**config.mk**
```make
export PLATFORM = sky130hd
export DESIGN_NAME = spi_rx
export DESIGN_NICKNAME = d
export VERILOG_FILES = /design/src/rtl/spi_rx_pkg.sv /design/src/rtl/spi_rx_fifo.sv /design/src/rtl/spi_rx.sv
export SDC_FILE = /design/constraint.sdc
export NUM_CORES = 1
export LEC_CHECK = 0
export CELL_PAD_IN_SITES_DETAIL_PLACEMENT = 0
export CELL_PAD_IN_SITES_GLOBAL_PLACEMENT = 2
export CORE_ASPECT_RATIO = 0.75
export CORE_MARGIN = 4
export CORE_UTILIZATION = 39
export CTS_CLUSTER_SIZE = 24
export DETAILED_ROUTE_END_ITERATION = 8
export DONT_BUFFER_PORTS = 1
export PLACE_DENSITY_LB_ADDON = 0.1
export SLEW_MARGIN = 15
export SYNTH_ARGS = -nofsm -noshare
export SYNTH_HDL_FRONTEND = slang
export SYNTH_SLANG_ARGS = --single-unit
export TNS_END_PERCENT = 10
```
**constraint.sdc**
```tcl
create_clock -name CLK -period 2.55 [get_ports CLK]
set_clock_uncertainty 0.05 [all_clocks]
set_input_delay 0.3825 -clock CLK [delete_from_list [all_inputs] [get_ports CLK]]
set_output_delay 0.3825 -clock CLK [all_outputs]
set_load 0.03 [all_outputs]
```
**src/rtl/spi_rx_pkg.sv**
```systemverilog
// Shared constants and types for the SPI slave receiver: register map,
// STATUS/CTRL bit positions, AHB transfer encodings and the receiver state type.
package spi_rx_pkg;

   localparam logic [3:0] ADDR_DATA   = 4'h0;
   localparam logic [3:0] ADDR_STATUS = 4'h4;
   localparam logic [3:0] ADDR_CTRL   = 4'h8;
   localparam logic [3:0] ADDR_CLR    = 4'hC;

   localparam int STAT_NOT_EMPTY = 0;
   localparam int STAT_FULL      = 1;
   localparam int STAT_OVR       = 2;
   localparam int STAT_CNT_LSB   = 4;

   localparam int CTRL_EN        = 0;
   localparam int CTRL_LSB_FIRST = 1;
   localparam int CLR_OVR        = 2;

   localparam logic [1:0] HTRANS_IDLE   = 2'b00;
   localparam logic [1:0] HTRANS_BUSY   = 2'b01;
   localparam logic [1:0] HTRANS_NONSEQ = 2'b10;
   localparam logic [1:0] HTRANS_SEQ    = 2'b11;

   typedef enum logic {
      ST_IDLE  = 1'b0,
      ST_SHIFT = 1'b1
   } rx_state_t;

endpackage

```
**src/rtl/spi_rx_fifo.sv**
```systemverilog
// Synchronous byte FIFO with registered pointers and occupancy count.
// A pop while full frees the slot that a simultaneous push then takes.
module spi_rx_fifo #(
   parameter int DEPTH = 4,
   parameter int WIDTH = 8
) (
   input  logic             CLK,
   input  logic             RST_N,
   input  logic             push,
   input  logic             pop,
   input  logic [WIDTH-1:0] wdata,
   output logic [WIDTH-1:0] rdata,
   output logic             empty,
   output logic             full
);

   localparam int AW = $clog2(DEPTH);
   localparam logic [AW:0] FULL_CNT = (AW+1)'(DEPTH);

   logic [WIDTH-1:0] mem [DEPTH];
   logic [AW-1:0]    wr_ptr;
   logic [AW-1:0]    rd_ptr;
   logic [AW:0]      count;
   logic             do_push;
   logic             do_pop;

   assign empty   = (count == '0);
   assign full    = (count == FULL_CNT);
   assign do_pop  = pop & ~empty;
   assign do_push = push & (~full | do_pop);
   assign rdata   = mem[rd_ptr];

   // NOTE: sequential state uses non-blocking (<=) so every flop samples pre-edge values.
   always_ff @(posedge CLK or negedge RST_N) begin
      if (!RST_N) begin
         wr_ptr <= '0;
         rd_ptr <= '0;
         count  <= '0;
      end else begin
         if (do_push) wr_ptr <= wr_ptr + 1'b1;
         if (do_pop)  rd_ptr <= rd_ptr + 1'b1;
         case ({do_push, do_pop})
            2'b10:   count <= count + 1'b1;
            2'b01:   count <= count - 1'b1;
            default: count <= count;
         endcase
      end
   end

   // NOTE: storage is not reset; occupancy is tracked by count, so stale entries are never observed.
   always_ff @(posedge CLK) begin
      if (do_push) mem[wr_ptr] <= wdata;
   end

endmodule

```
**src/rtl/spi_rx.sv**
```systemverilog
// SPI mode-0 slave receiver: synchronizes SCLK/SS/MOSI into CLK, assembles
// bytes into a receive FIFO and exposes DATA/STATUS/CTRL/CLR over AHB-Lite.
module spi_rx
   import spi_rx_pkg::*;
#(
   parameter int FIFO_DEPTH    = 4,
   parameter bit LSB_FIRST_DEF = 1'b1
) (
   input  logic        CLK,
   input  logic        RST_N,
   input  logic        HSEL,
   input  logic [1:0]  HTRANS,
   input  logic [3:0]  HADDR,
   input  logic        HWRITE,
   input  logic        HREADY,
   output logic        HREADY_RESP,
   input  logic [31:0] HWDATA,
   output logic [31:0] HRDATA,
   input  logic        SCLK,
   input  logic        SS,
   input  logic        MOSI
);

   logic [2:0] sclk_sync;
   logic [1:0] ss_sync;
   logic [1:0] mosi_sync;
   logic [1:0] sync_live;
   logic       armed;
   logic       ss_s;
   logic       mosi_s;
   logic       sclk_rise;

   logic       ctrl_en;
   logic       ctrl_lsb;
   logic       ovr;

   logic       dp_valid;
   logic       dp_write;
   logic [3:0] dp_addr;
   logic       addr_phase;
   logic       rd_phase;
   logic       wr_phase;
   logic       fifo_pop;

   rx_state_t  state;
   logic [2:0] bit_cnt;
   logic [7:0] shreg;
   logic       lsb_lat;
   logic       push_q;

   logic [7:0] fifo_rdata;
   logic       fifo_empty;
   logic       fifo_full;
   logic       overflow;

   logic       unused_ok;

   assign HREADY_RESP = 1'b1;
   assign unused_ok   = ^{HWDATA[31:3], HTRANS[0]};

   always_ff @(posedge CLK or negedge RST_N) begin
      if (!RST_N) begin
         sclk_sync <= 3'b000;
         ss_sync   <= 2'b11;
         mosi_sync <= 2'b00;
      end else begin
         sclk_sync <= {sclk_sync[1:0], SCLK};
         ss_sync   <= {ss_sync[0], SS};
         mosi_sync <= {mosi_sync[0], MOSI};
      end
   end

   assign ss_s      = ss_sync[1];
   assign mosi_s    = mosi_sync[1];
   assign sclk_rise = sclk_sync[1] & ~sclk_sync[2];

   // SS must be seen high once the synchronizer holds real pin samples, so a
   // frame interrupted by reset is not resumed halfway through.
   always_ff @(posedge CLK or negedge RST_N) begin
      if (!RST_N) begin
         sync_live <= 2'b00;
         armed     <= 1'b0;
      end else begin
         sync_live <= {sync_live[0], 1'b1};
         if (sync_live[1] && ss_s) armed <= 1'b1;
      end
   end

   assign addr_phase = HSEL & HTRANS[1] & HREADY;

   always_ff @(posedge CLK or negedge RST_N) begin
      if (!RST_N) begin
         dp_valid <= 1'b0;
         dp_write <= 1'b0;
         dp_addr  <= '0;
      end else begin
         dp_valid <= addr_phase;
         if (addr_phase) begin
            dp_write <= HWRITE;
            dp_addr  <= HADDR;
         end
      end
   end

   assign rd_phase = dp_valid & ~dp_write;
   assign wr_phase = dp_valid & dp_write;
   assign fifo_pop = rd_phase & (dp_addr == ADDR_DATA);
   assign overflow = push_q & fifo_full & ~fifo_pop;

   always_ff @(posedge CLK or negedge RST_N) begin
      if (!RST_N) begin
         ctrl_en  <= 1'b0;
         ctrl_lsb <= LSB_FIRST_DEF;
         ovr      <= 1'b0;
      end else begin
         if (wr_phase && dp_addr == ADDR_CTRL) begin
            ctrl_en  <= HWDATA[CTRL_EN];
            ctrl_lsb <= HWDATA[CTRL_LSB_FIRST];
         end
         if (overflow)
            ovr <= 1'b1;
         else if (wr_phase && dp_addr == ADDR_CLR && HWDATA[CLR_OVR])
            ovr <= 1'b0;
      end
   end

   always_ff @(posedge CLK or negedge RST_N) begin
      if (!RST_N) begin
         state   <= ST_IDLE;
         bit_cnt <= '0;
         shreg   <= '0;
         lsb_lat <= LSB_FIRST_DEF;
         push_q  <= 1'b0;
      end else begin
         push_q <= 1'b0;
         case (state)
            ST_IDLE: begin
               if (ctrl_en && !ss_s && armed) begin
                  state   <= ST_SHIFT;
                  bit_cnt <= '0;
                  lsb_lat <= ctrl_lsb;
               end
            end
            ST_SHIFT: begin
               if (ss_s || !ctrl_en) begin
                  state <= ST_IDLE;
               end else if (sclk_rise) begin
                  shreg   <= lsb_lat ? {mosi_s, shreg[7:1]} : {shreg[6:0], mosi_s};
                  bit_cnt <= bit_cnt + 1'b1;
                  if (bit_cnt == 3'd7) push_q <= 1'b1;
               end
            end
            default: state <= ST_IDLE;
         endcase
      end
   end

   // shreg stays stable for the push cycle: the next SCLK edge is several CLKs away.
   spi_rx_fifo #(
      .DEPTH (FIFO_DEPTH),
      .WIDTH (8)
   ) u_fifo (
      .CLK   (CLK),
      .RST_N (RST_N),
      .push  (push_q),
      .pop   (fifo_pop),
      .wdata (shreg),
      .rdata (fifo_rdata),
      .empty (fifo_empty),
      .full  (fifo_full)
   );

   // NOTE: every output of this block gets a default first, so no latch is inferred.
   always_comb begin
      HRDATA = '0;
      if (rd_phase) begin
         case (dp_addr)
            ADDR_DATA: begin
               if (!fifo_empty) HRDATA[7:0] = fifo_rdata;
            end
            ADDR_STATUS: begin
               HRDATA[STAT_NOT_EMPTY]        = ~fifo_empty;
               HRDATA[STAT_FULL]             = fifo_full;
               HRDATA[STAT_OVR]              = ovr;
               HRDATA[STAT_CNT_LSB +: 3]     = bit_cnt;
            end
            ADDR_CTRL: begin
               HRDATA[CTRL_EN]        = ctrl_en;
               HRDATA[CTRL_LSB_FIRST] = ctrl_lsb;
            end
            default: HRDATA = '0;
         endcase
      end
   end

endmodule

```
==> summary.md <==
| Metric | Value |
|---|---|
| WP buf/inv | 1 |
| Area of the multi-input gates | around 1100 sq um |
| Most common cell after layout, fill and taps aside | dfrtp_1 |
| Syn-to-layout area delta | 11.4% |
| Max Cap Violations | 0 |
| Maximum vdd drop | ~440 uV |
| CTS root buf | clkbuf_8 |
| WP data arrival | 2.10 ns |
| CP Capture Type | primary output |
| GRT Resource Usage Total | roughly an eighth |
| Crit path max fanout | 5 |
| Top Ports | 79 |
| Fin area | 3600 sq um |
| Initial Util | 40.4% |
| Ys Warns | 0 |
| Fin nets | 287 |
| Synth Cell Area | 3230 sq um |
| Antenna violations before repair | 0 |
| Global-route wire length before repair | around 8.9 mm |
| Status | finished, final reports clean |
| Final Cycle Share | ~99% |
| CTS Sinks | about 70 |
| Crit-path cells | or4b_4, buf_4, nor2_1, a32o_2 |
| Crit path max-delay family | simple AND/OR/NAND/NOR gates |
| Starting DRT DRC Count | 44 |
| Final setup fails | 0 |
| Register area | about 2000 sq um |
| Post-synth EDFFs | 32 |
| Post-synth top area share | 29.8% |
| Vias in the first global route | 1702 |
| # diodes | 0 |
| Drt drc | 0 |
| Placed Area | 3270 sq um |
| Commonest register cell after synthesis | dfrtp_1 |
| Worst r2r src | dp_addr[0] |
| # H-tree levels | 3 |
| Cell Pwr Density | 696 nW/um^2 |
| Die height | 86.8 um |
| Leakage | 1.47 nW |
| Crit path largest cell delay | 0.59 ns |
| Rows | 28 |
| Critical Path RT | about 2.1 ns |
| End of the critical path | HRDATA[2] |
| Critical path origin | dp_addr[0] |
| CP startpoint kind | register |
| CTS Buf Count | 9 |
| RSZ-0062 raised after global routing | true |
| R2R Setup Slk | 0.06 ns |
| R2R Path End | u_fifo.count[2] |
| Count of cell types in the netlist | 39 |
| Post-synth top area cell | edfxtp_1 |
| Slowest CP cell | or4b_4 |
| Maximum clock rate | 0.395 GHz |
| Core ar. | 7990 sq um |
| Gate Count Post-Synth | between 200 and 250 |
| Final Max Tran Viols | 0 |
| Clock slew at reported path FFs | 0.08 ns |
| Vias | 1644 |
| FF+latch count, synth | a little over 70 |
| Bufs on Longest Clock Path | 2 |
| Port Buf Inserts | 0 |
| CP Class | reg2out |
| Filler instances | 699 |
| HPWL Detailed | between 3 and 4 mm |
| Total power | ~0.0025 W |
| Clock latency on the worst-skew pair | about 0.35 ns |
| Pin count of the biggest net entering global routing | a little over 40 |
| Worst min path class | in2reg |
| Top post-synthesis cells by area | edfxtp_1, dfrtp_1, mux2_2 |
| CTS tree | built |
| Routed WL per cell | between 15 and 20 um |
| Routed wire length | 5.67 mm |
| Final hold vios | 0 |
| Die width | around 110 um |
| Die area | 9810 sq um |
| Reg2reg path depth | 8 |
| Syn avg cell area | 15.0 sq um |
| RD Place Congestion | 0.737 |
| First drt pass iteration count | 4 |
| CP Depth | 4 |
| GRT overflow | 0 |
| Post-route ant nets | 0 |
| Relative slew slack | 59.6% |
| Minimum clock period | approximately 2.5 ns |
| Post-synth ARST share | 55.6% |
| Most frequent cells in the layout | dfrtp_1, edfxtp_1, mux2_2, conb_1 |
| Register area share after synthesis | 61.0% |
| Routed vias/inst | 4.79 |
| Layout cells sized above 1 | between 30% and 40% |
| Least-Margin Pin Slew | 0.601 ns |
what timing repair did:
item / in CTS / in global routing
setup endpoints to repair: 7 / 8
buffers inserted: 0 / 4
hold endpoints to repair: 43 / 0
gates resized for setup: 8 / 4
hold buffers: 5 / 0
pin swaps: 2 / 6
registers in the layout, indices dropped and copies added (netlist names), 2 cells and up:
register and flops:
mosi_sync 2, u_fifo.wr_ptr 2, shreg 8, dp_addr 4, u_fifo.rd_ptr 2, u_fifo.count 3
bit_cnt 3, ss_sync 2, u_fifo.mem 32, sync_live 2, sclk_sync 3
stage by stage:
stage / util (%) / setup slack [ns] / instances / TNS, ns / hold WS, ns
2_1_floorplan: - / -0.0437 / 239 / -0.0437 / 0.0369
3_3_place_gp: 40.9 / 0.100 / 318 / 0 / 0.0387
3_5_place_dp: 40.9 / 0.0913 / 318 / 0 / 0.0391
4_1_cts: 44.5 / -0.0233 / 339 / -0.0985 / 0.102
5_1_grt: 45.0 / -0.110 / 343 / -0.779 / 0.103
6_report: 45.0 / 0.0175 / 343 / 0 / 0.129
synthesized netlist by cell type, types with 2 or more instances:
master,instances
edfxtp_1,32
nor2_1,8
xnor2_1,2
a22o_1,4
a21o_1,2
dfrtp_1,36
conb_1,2
buf_4,25
a32o_1,4
mux2i_1,3
and2_1,7
ha_1,7
mux2_2,26
nor2b_1,3
nor4b_1,2
xor2_1,4
inv_1,9
nand2_1,3
dfstp_2,4
clkbuf_1,5
mux4_2,7
nand3_1,2
nand2b_1,2
where the power goes:
| part | internal (W) | switching, W | total [W] |
|---|---|---|---|
| Sequential | 0.00128 | 0.0000841 | 0.00137 |
| Combinational | 0.000107 | 0.000117 | 0.000224 |
| Clock | 0.000478 | 0.000431 | 0.000909 |
| Total | 0.00187 | 0.000632 | 0.00250 |
how the worst min path moves through the flow:
stage	start	end	slack [ns]	cells past startpoint
3_3_place_gp	RST_N	u_fifo.wr_ptr[0]	0.04	0
6_report	HWDATA[0]	ctrl_en	0.13	1
2_1_floorplan	RST_N	armed	0.04	0
5_1_grt	HADDR[0]	dp_addr[0]	0.10	1
4_1_cts	HWDATA[0]	ctrl_en	0.10	1
3_5_place_dp	RST_N	u_fifo.rd_ptr[0]	0.04	0
final cells by class:
cell class	count	share of cell area, %
tap	105	3.65
inverter	9	0.939
clock inverter	4	0.939
clock buffer	12	4.94
sequential	72	54.7
multi-input combinational	126	31.0
timing repair buffer	15	3.86
per-layer routing:
metal | wire length [um] | part of all wire [%] | GRT usage [%] | vias to the layer above
met2 | 2680 | 47 | 18.8 | 36
met5 | 0 | 0 | 0 | -
met3 | 359 | 6.3 | 5.09 | 11
met1 | 2530 | 45 | 16.2 | 835
met4 | 95 | 1.7 | 5.24 | 0
li1 | - | - | - | 762
cells by family after synthesis:
logic type / after synthesis / share of synthesized area, %
AO/OA/AOI/OAI: 16 / 4.38
other: 2 / 0.233
AND/OR/NAND/NOR: 34 / 6.63
flip-flops: 72 / 61.0
adder cells (fa/ha/maj): 8 / 3.33
multiplexers: 36 / 14.9
XOR/XNOR: 6 / 1.63
buffers and inverters: 41 / 7.95
Note: power is estimated with default switching activity, not from simulation.
